===== src/rtl/pr_sel_pkg.sv =====
// Shared types and helpers for the round-robin select arbiter in front of the
// 8-bit 4:1 priority mux.
package pr_sel_pkg;

   localparam int NUM_CH = 4;

   typedef enum logic {
      IDLE  = 1'b0,
      GRANT = 1'b1
   } state_t;

   // Next channel after p, wrapping modulo NUM_CH.
   function automatic logic [1:0] rr_next(input logic [1:0] p);
      return p + 2'd1;
   endfunction

endpackage


===== src/rtl/pr_sel_arbiter_rr_pick.sv =====
// Rotating-priority pick: first set request bit found searching ptr, ptr+1, ...
// modulo four.
module rr_pick
   import pr_sel_pkg::*;
(
   input  logic [3:0] req,
   input  logic [1:0] ptr,
   output logic       any,
   output logic [1:0] idx,
   output logic [3:0] onehot
);

   logic [1:0] cand;

   // Walk from the farthest candidate back to ptr so the nearest hit wins.
   always_comb begin
      any    = 1'b0;
      idx    = 2'd0;
      onehot = 4'b0000;
      cand   = 2'd0;
      for (int k = NUM_CH - 1; k >= 0; k--) begin
         cand = ptr + 2'(k);
         any  = req[cand] ? 1'b1 : any;
         idx  = req[cand] ? cand : idx;
      end
      onehot = any ? (4'b0001 << idx) : 4'b0000;
   end

endmodule


===== src/rtl/pr_sel_arbiter.sv =====
// Round-robin burst arbiter driving the select of the 4:1 byte mux, with a
// valid/ready beat handshake and zero-bubble handover between owners.
module pr_sel_arbiter
   import pr_sel_pkg::*;
#(
   parameter int unsigned BURST_MAX = 4
) (
   input  logic       clk,
   input  logic       rst_n,
   input  logic [3:0] req,
   input  logic       out_ready,
   output logic [1:0] sel,
   output logic [3:0] gnt,
   output logic       out_valid,
   output logic [3:0] ack
);

   localparam int CW = $clog2(BURST_MAX + 1);
   localparam logic [CW-1:0] CNT_LIM = CW'(BURST_MAX);

   state_t        state_r, state_nx;
   logic [1:0]    owner_r, owner_nx;
   logic [1:0]    ptr_r, ptr_nx;
   logic [1:0]    sel_r, sel_nx;
   logic [3:0]    gnt_r, gnt_nx;
   logic [CW-1:0] cnt_r, cnt_nx;

   logic [1:0] pick_ptr_s;
   logic [1:0] pick_idx_s;
   logic [3:0] pick_oh_s;
   logic       pick_any_s;
   logic       owner_req_s;
   logic       beat_s;
   logic       last_beat_s;
   logic       grant_end_s;

   assign owner_req_s = req[owner_r];
   assign out_valid   = (state_r == GRANT) & owner_req_s;
   assign beat_s      = out_valid & out_ready;
   assign last_beat_s = beat_s & ((cnt_r + CW'(1)) == CNT_LIM);
   assign grant_end_s = (state_r == GRANT) & (~owner_req_s | last_beat_s);
   assign ack         = gnt_r & {4{beat_s}};
   assign sel         = sel_r;
   assign gnt         = gnt_r;

   // During a grant the pick is only consumed at grant end, so it can always
   // search from the channel after the current owner.
   assign pick_ptr_s = (state_r == GRANT) ? rr_next(owner_r) : ptr_r;

   rr_pick u_pick (
      .req    (req),
      .ptr    (pick_ptr_s),
      .any    (pick_any_s),
      .idx    (pick_idx_s),
      .onehot (pick_oh_s)
   );

   // Next-state and next-output decisions for the IDLE/GRANT machine.
   always_comb begin
      state_nx = state_r;
      owner_nx = owner_r;
      ptr_nx   = ptr_r;
      sel_nx   = sel_r;
      gnt_nx   = gnt_r;
      cnt_nx   = cnt_r;
      case (state_r)
         IDLE: begin
            gnt_nx = 4'b0000;
            if (pick_any_s) begin
               state_nx = GRANT;
               owner_nx = pick_idx_s;
               sel_nx   = pick_idx_s;
               gnt_nx   = pick_oh_s;
               cnt_nx   = '0;
            end else begin
               state_nx = IDLE;
            end
         end
         GRANT: begin
            if (grant_end_s) begin
               ptr_nx = rr_next(owner_r);
               if (pick_any_s) begin
                  owner_nx = pick_idx_s;
                  sel_nx   = pick_idx_s;
                  gnt_nx   = pick_oh_s;
                  cnt_nx   = '0;
               end else begin
                  state_nx = IDLE;
                  gnt_nx   = 4'b0000;
               end
            end else if (beat_s) begin
               cnt_nx = cnt_r + CW'(1);
            end else begin
               cnt_nx = cnt_r;
            end
         end
         default: begin
            state_nx = IDLE;
            gnt_nx   = 4'b0000;
         end
      endcase
   end

   // State and output registers.
   always_ff @(posedge clk or negedge rst_n) begin
      if (!rst_n) begin
         state_r <= IDLE;
         owner_r <= 2'd0;
         ptr_r   <= 2'd0;
         sel_r   <= 2'd0;
         gnt_r   <= 4'b0000;
         cnt_r   <= '0;
      end else begin
         state_r <= state_nx;
         owner_r <= owner_nx;
         ptr_r   <= ptr_nx;
         sel_r   <= sel_nx;
         gnt_r   <= gnt_nx;
         cnt_r   <= cnt_nx;
      end
   end

endmodule


===== config.mk =====
export PLATFORM = sky130hd
export DESIGN_NAME = pr_sel_arbiter
export DESIGN_NICKNAME = d
export VERILOG_FILES = /design/src/rtl/pr_sel_pkg.sv /design/src/rtl/pr_sel_arbiter_rr_pick.sv /design/src/rtl/pr_sel_arbiter.sv
export SDC_FILE = /design/constraint.sdc
export NUM_CORES = 1
export LEC_CHECK = 0
export BUFFER_PORTS_ARGS = -buffer_cell sky130_fd_sc_hd__buf_2
export CAP_MARGIN = 20
export CORE_MARGIN = 2
export CORE_UTILIZATION = 46
export CTS_BUF_LIST = sky130_fd_sc_hd__clkbuf_4
export DETAILED_ROUTE_END_ITERATION = 10
export HOLD_SLACK_MARGIN = 0.08
export PLACE_DENSITY = 0.66
export SLEW_MARGIN = 20
export SYNTH_ARGS = -nofsm -noshare
export SYNTH_HDL_FRONTEND = slang
export SYNTH_SLANG_ARGS = --single-unit
export TNS_END_PERCENT = 50

===== constraint.sdc =====
create_clock -name clk -period 2.4 [get_ports clk]
set_clock_uncertainty 0.1 [all_clocks]
set_input_delay 0.48 -clock clk [delete_from_list [all_inputs] [get_ports clk]]
set_output_delay 0.48 -clock clk [all_outputs]
set_load 0.005 [all_outputs]

==> results of run 1 <==
-- registers in the layout, summed over array words and instances (netlist names) --
signal,count
cnt_r,3
state_r,1
ptr_r,2
gnt,4
owner_r,2
-- Yosys cell counts, types with 2 or more instances --
| cell type | count |
|---|---|
| o21ai_0 | 7 |
| dfrtp_1 | 12 |
| nand2_1 | 7 |
| nor2b_1 | 4 |
| nand3b_1 | 2 |
| inv_1 | 4 |
| a32o_1 | 2 |
| ha_1 | 2 |
| and3_1 | 5 |
| mux2i_1 | 6 |
| o31ai_1 | 3 |
| mux2_2 | 3 |
| buf_6 | 3 |
| nor2_1 | 3 |
-- per-stage QoR --
stage / total power, µW / utilization [%] / area (µm²) / worst slack (ps)
4_1_cts: 1070 / 56.2 / 970 / 141
2_1_floorplan: 819 / - / 851 / 565
5_1_grt: 1140 / 56.2 / 970 / 43.3
3_3_place_gp: 929 / 54.3 / 937 / 410
3_5_place_dp: 944 / 54.3 / 937 / 384
6_report: 1060 / 56.2 / 970 / 127
-- cell families after synthesis --
logic type / after synthesis / synth area share (%)
flip-flops: 12 / 35.3
buffers and inverters: 10 / 7.50
adder cells (fa/ha/maj): 2 / 2.94
multiplexers: 10 / 12.8
AO/OA/AOI/OAI: 25 / 24.1
XOR/XNOR: 1 / 1.03
AND/OR/NAND/NOR: 25 / 16.3
-- power by group --
part	leakage [µW]	internal, µW	switching (µW)
sequential	0.000149	281	98.7
clock	0.0000138	58.0	63.5
combinational	0.000319	284	278
-- repair_timing --
action | CTS | global route
hold buffers | 1 | 0
endpoints found under the hold margin | 12 | 0
resized for setup | 0 | 0
-- worst paths after layout --
path / cells past startpoint / slack, ps / end / startpoint
max: 4 / 130 / ack[0] / owner_r[0]
min reg2reg: 2 / 410 / gnt[3] / gnt[3]
min in group asynchronous: 2 / 510 / ptr_r[1] / rst_n
min: 2 / 410 / gnt[3] / gnt[3]
max reg2reg: 6 / 440 / ptr_r[1] / cnt_r[0]
max in group asynchronous: 2 / 1470 / cnt_r[0] / rst_n
-- cell type report --
type	instances	area [µm²]
flip-flops and latches	12	300
fillers	156	757
inverters	5	18.8
well taps	25	31.3
multi-input cells	63	487
repair buffers	20	110
clock buffers	3	22.5
-- metal layers --
| metal | track usage [%] | share of wire, % |
|---|---|---|
| met1 | 24.0 | 48 |
| met2 | 29.3 | 47 |
| met3 | 3.46 | 3.8 |
| met4 | 8.33 | 1.2 |
| met5 | 0 | 0 |
-- critical path, stage by stage, from the launching register on --
cell	delay, ps
dfrtp_1	540
mux2i_1	320
o22ai_2	210
and3_1	230
buf_2	120
==> flow_summary.yaml, run 1 <==
timing:
  finalSetupViolCount: 0
  fin_setup_tns_ps: 0
  rsz0062_at_grt: "no"
  slew_headroom_pct: 64.6
  fmax_ghz: 0.440
  worst_pin_slew_ps: 530
  hold_viol_final: 0
  min_period_over_period_pct: 94.7
  fin_crit_ps: 2270
  holdWs_ps: 414
  slew_viol_final: 0
clock_tree:
  clockBufferDepth: 2
  clk-insertion-delay-late_ps: 270
  post_cts.repair.setup_buffers: 0
  h-tree-depth: 1
  cts_buffers: 3
  cts_tree: "yes"
  clock-sinks: 12
  clk_pin_slew_worst_paths_ps: 70
  cts-root-buf: "clkbuf_4"
floorplan:
  fp.dieW_um: 47.0
  initial_core_util_pct: 49.3
  die-area_um2: 2210
  num_rows: 15
  core_um2: 1730
  die_y_um: 47.0
  io-pin-count: 18
global_routing:
  antenna_found_initial: 0
  gr-usage-all-layers_pct: 18.3
  first_global_vias: 602
  grt_max_degree: 13
  grt_pass1_wl_um: 2730
  overflow: 0
placed_design:
  hpwl_um: 1280
  place_congestion: 0.835
  dp_cells: 124
  io_buffers: 17
final_layout:
  final_common_cell: "buf_2"
  syn_to_final_growth_pct: 14.0
  drive_gt1_share_pct: 32.0
  antenna_cells: 0
  fin_nets: 114
  final_cell_mix: "buf_2, dfrtp_1, nand2_1, o21ai_0, mux2i_1"
  final_cells: 128
worst_setup_path:
  endpoint_kind: "output port"
  worst-setup-path-type: "reg2out"
  critPathRequiredTime_ps: 1820
  cp_max_fo: 10
  cp.arrival_ps: 1690
  startpoint_type: "register"
pwr:
  p_leak_uw: 0.000482
  power.density_nw_per_um2: 1100
  vdd_ir_drop_max_mv: 0.619
logic_synthesis:
  synth_top_area_share_pct: 35.3
  synth-main-ff-cell: "dfrtp_1"
  ys_async_sr_fraction_pct: 100
  syn_area_um2: 851
  synth.yosys.warnings: 0
  synth.distinct_cells: 36
  synthTopCellsByArea: "dfrtp_1, mux2i_1, o21ai_0"
  synth.avg_cell_area_um2: 10.0
  syn_nets: 94
  synth-seq-cells: 12
  yosysSeqAreaShare_pct: 35.3
  yosysTopAreaCell: "dfrtp_1"
  syn_inst: 85
  synth_edf_count: 0
drt:
  first_pass_iters: 4
  postRouteAntennaNets: 0
  wl_per_cell_um: 13.4
  drc: 0
  drt-total-wl_um: 1720
  viasPerCell: 5.52
  drt_iter0_drc: 23
  vias: 706
hold_path:
  hp-class: "reg2reg"
run_status:
  status: "completed"
run:
  cap_violations: 0
(Power assumes the default switching activity.)
==> inputs of run 2 (changes only) <==
BUFFER_PORTS_ARGS = unset   (was -buffer_cell sky130_fd_sc_hd__buf_2)
DONT_BUFFER_PORTS = 1   (was unset)
PLACE_DENSITY = 0.58   (was 0.66)
==> flow_summary.yaml, run 2 (synthesized netlist as in run 1, its figures left out) <==
worst_setup_path:
  worst-setup-path-type: "reg2out"
  ff2ff_path_depth: 6
  startpoint_type: "register"
  worstReg2RegEnd: "owner_r[1]"
  endpoint_kind: "output port"
  cp_max_fo: 10
  r2r-start: "owner_r[0]"
  critPathRequiredTime_ps: 1820
  r2r_slack_ps: 450
  cp.arrival_ps: 1660
  crit_start: "owner_r[0]"
placed_design:
  io_buffers: 0
  place_congestion: 0.799
  hpwl_um: 1250
  dp_cells: 107
timing:
  slew_viol_final: 0
  slew_headroom_pct: 62.6
  rsz0062_at_grt: "no"
  min_period_over_period_pct: 93.3
  finalSetupViolCount: 0
  fmax_ghz: 0.446
  hold_viol_final: 0
  fin_crit_ps: 2240
  worst_pin_slew_ps: 560
  fin_setup_tns_ps: 0
hold_path:
  hp-class: "in2reg"
  min_to: "cnt_r[0]"
  min_path_cells: 2
  hold_start: "out_ready"
pwr:
  power.density_nw_per_um2: 1120
  p_leak_uw: 0.000404
  vdd_ir_drop_max_mv: 0.540
clock_tree:
  h-tree-depth: 1
  clockBufferDepth: 2
  cts-root-buf: "clkbuf_4"
  cts_buffers: 3
  clk-insertion-delay-late_ps: 260
  cts-resized-gates: 0
  post_cts.repair.setup_buffers: 0
  clk_pin_slew_worst_paths_ps: 70
  clock-sinks: 12
  cts_tree: "yes"
drt:
  viasPerCell: 5.77
  postRouteAntennaNets: 0
  vias: 640
  drt-total-wl_um: 1640
  wl_per_cell_um: 14.8
  first_pass_iters: 4
  drt_iter0_drc: 14
  drc: 0
floorplan:
  die_y_um: 47.0
  fp.dieW_um: 47.0
  die-area_um2: 2210
  num_rows: 15
  initial_core_util_pct: 49.3
  core_um2: 1730
  io-pin-count: 18
final_layout:
  final_common_cell: "dfrtp_1"
  final_cell_mix: "dfrtp_1, nand2_1, o21ai_0"
  seqCellArea_um2: 300
  fillers: 178
  syn_to_final_growth_pct: 3.97
  largest_reg_flops: 4
  multi_input_area_um2: 487
  antenna_cells: 0
  fin_nets: 97
  final_cells: 111
  drive_gt1_share_pct: 18.6
run:
  cap_violations: 0
global_routing:
  gr-usage-all-layers_pct: 17.3
  overflow: 0
  grt_pass1_wl_um: 2630
  grt_max_degree: 13
  first_global_vias: 568
  antenna_found_initial: 0
run_status:
  status: "completed"
[run 2: worst max path at each step]
stage	end	cells after the start
5_1_grt	ack[2]	3
2_1_floorplan	ptr_r[1]	6
3_3_place_gp	ack[2]	3
3_5_place_dp	ack[2]	3
4_1_cts	ack[2]	3
6_report	ack[2]	3
[run 2: routing by layer]
metal	track usage, %	routed length [µm]	vias to the layer above
met2	26.8	749	21
met5	0	0	-
met1	23.9	779	302
li1	-	-	317
met4	5.00	0	0
met3	4.62	112	0
[run 2: where the power goes]
group,switching [µW],internal (µW)
clock,58.6,57.9
combinational,239,243
sequential,114,281
[run 2: final cells by class]
type,count,share of cell area [%]
multi-input combinational,63,55.0
timing repair buffer,3,2.83
clock buffer,3,2.55
tap,25,3.54
sequential,12,33.9
inverter,5,2.12
[run 2: through the flow]
| stage | setup slack (ps) | instance area, µm² | hold slack, ps | power (µW) | util (%) |
|---|---|---|---|---|---|
| 3_3_place_gp | 421 | 852 | 84.8 | 883 | 49.3 |
| 3_5_place_dp | 432 | 852 | 84.8 | 881 | 49.3 |
| 4_1_cts | 136 | 885 | 261 | 1010 | 51.2 |
| 5_1_grt | 49.3 | 885 | 290 | 1080 | 51.2 |
| 6_report | 160 | 885 | 264 | 993 | 51.2 |
| 2_1_floorplan | 565 | 851 | 84.4 | 819 | - |
[run 2: repair_timing]
item | CTS | global route
endpoints found under the hold margin | 12 | 0
hold buffers | 1 | 0
endpoints found under the setup margin | 0 | 0
[run 2: worst max-delay path, cell delays in order (launching register included)]
cell and delay [ps]:
dfrtp_1 570, mux2i_1 170, o22ai_2 410, and3_1 250
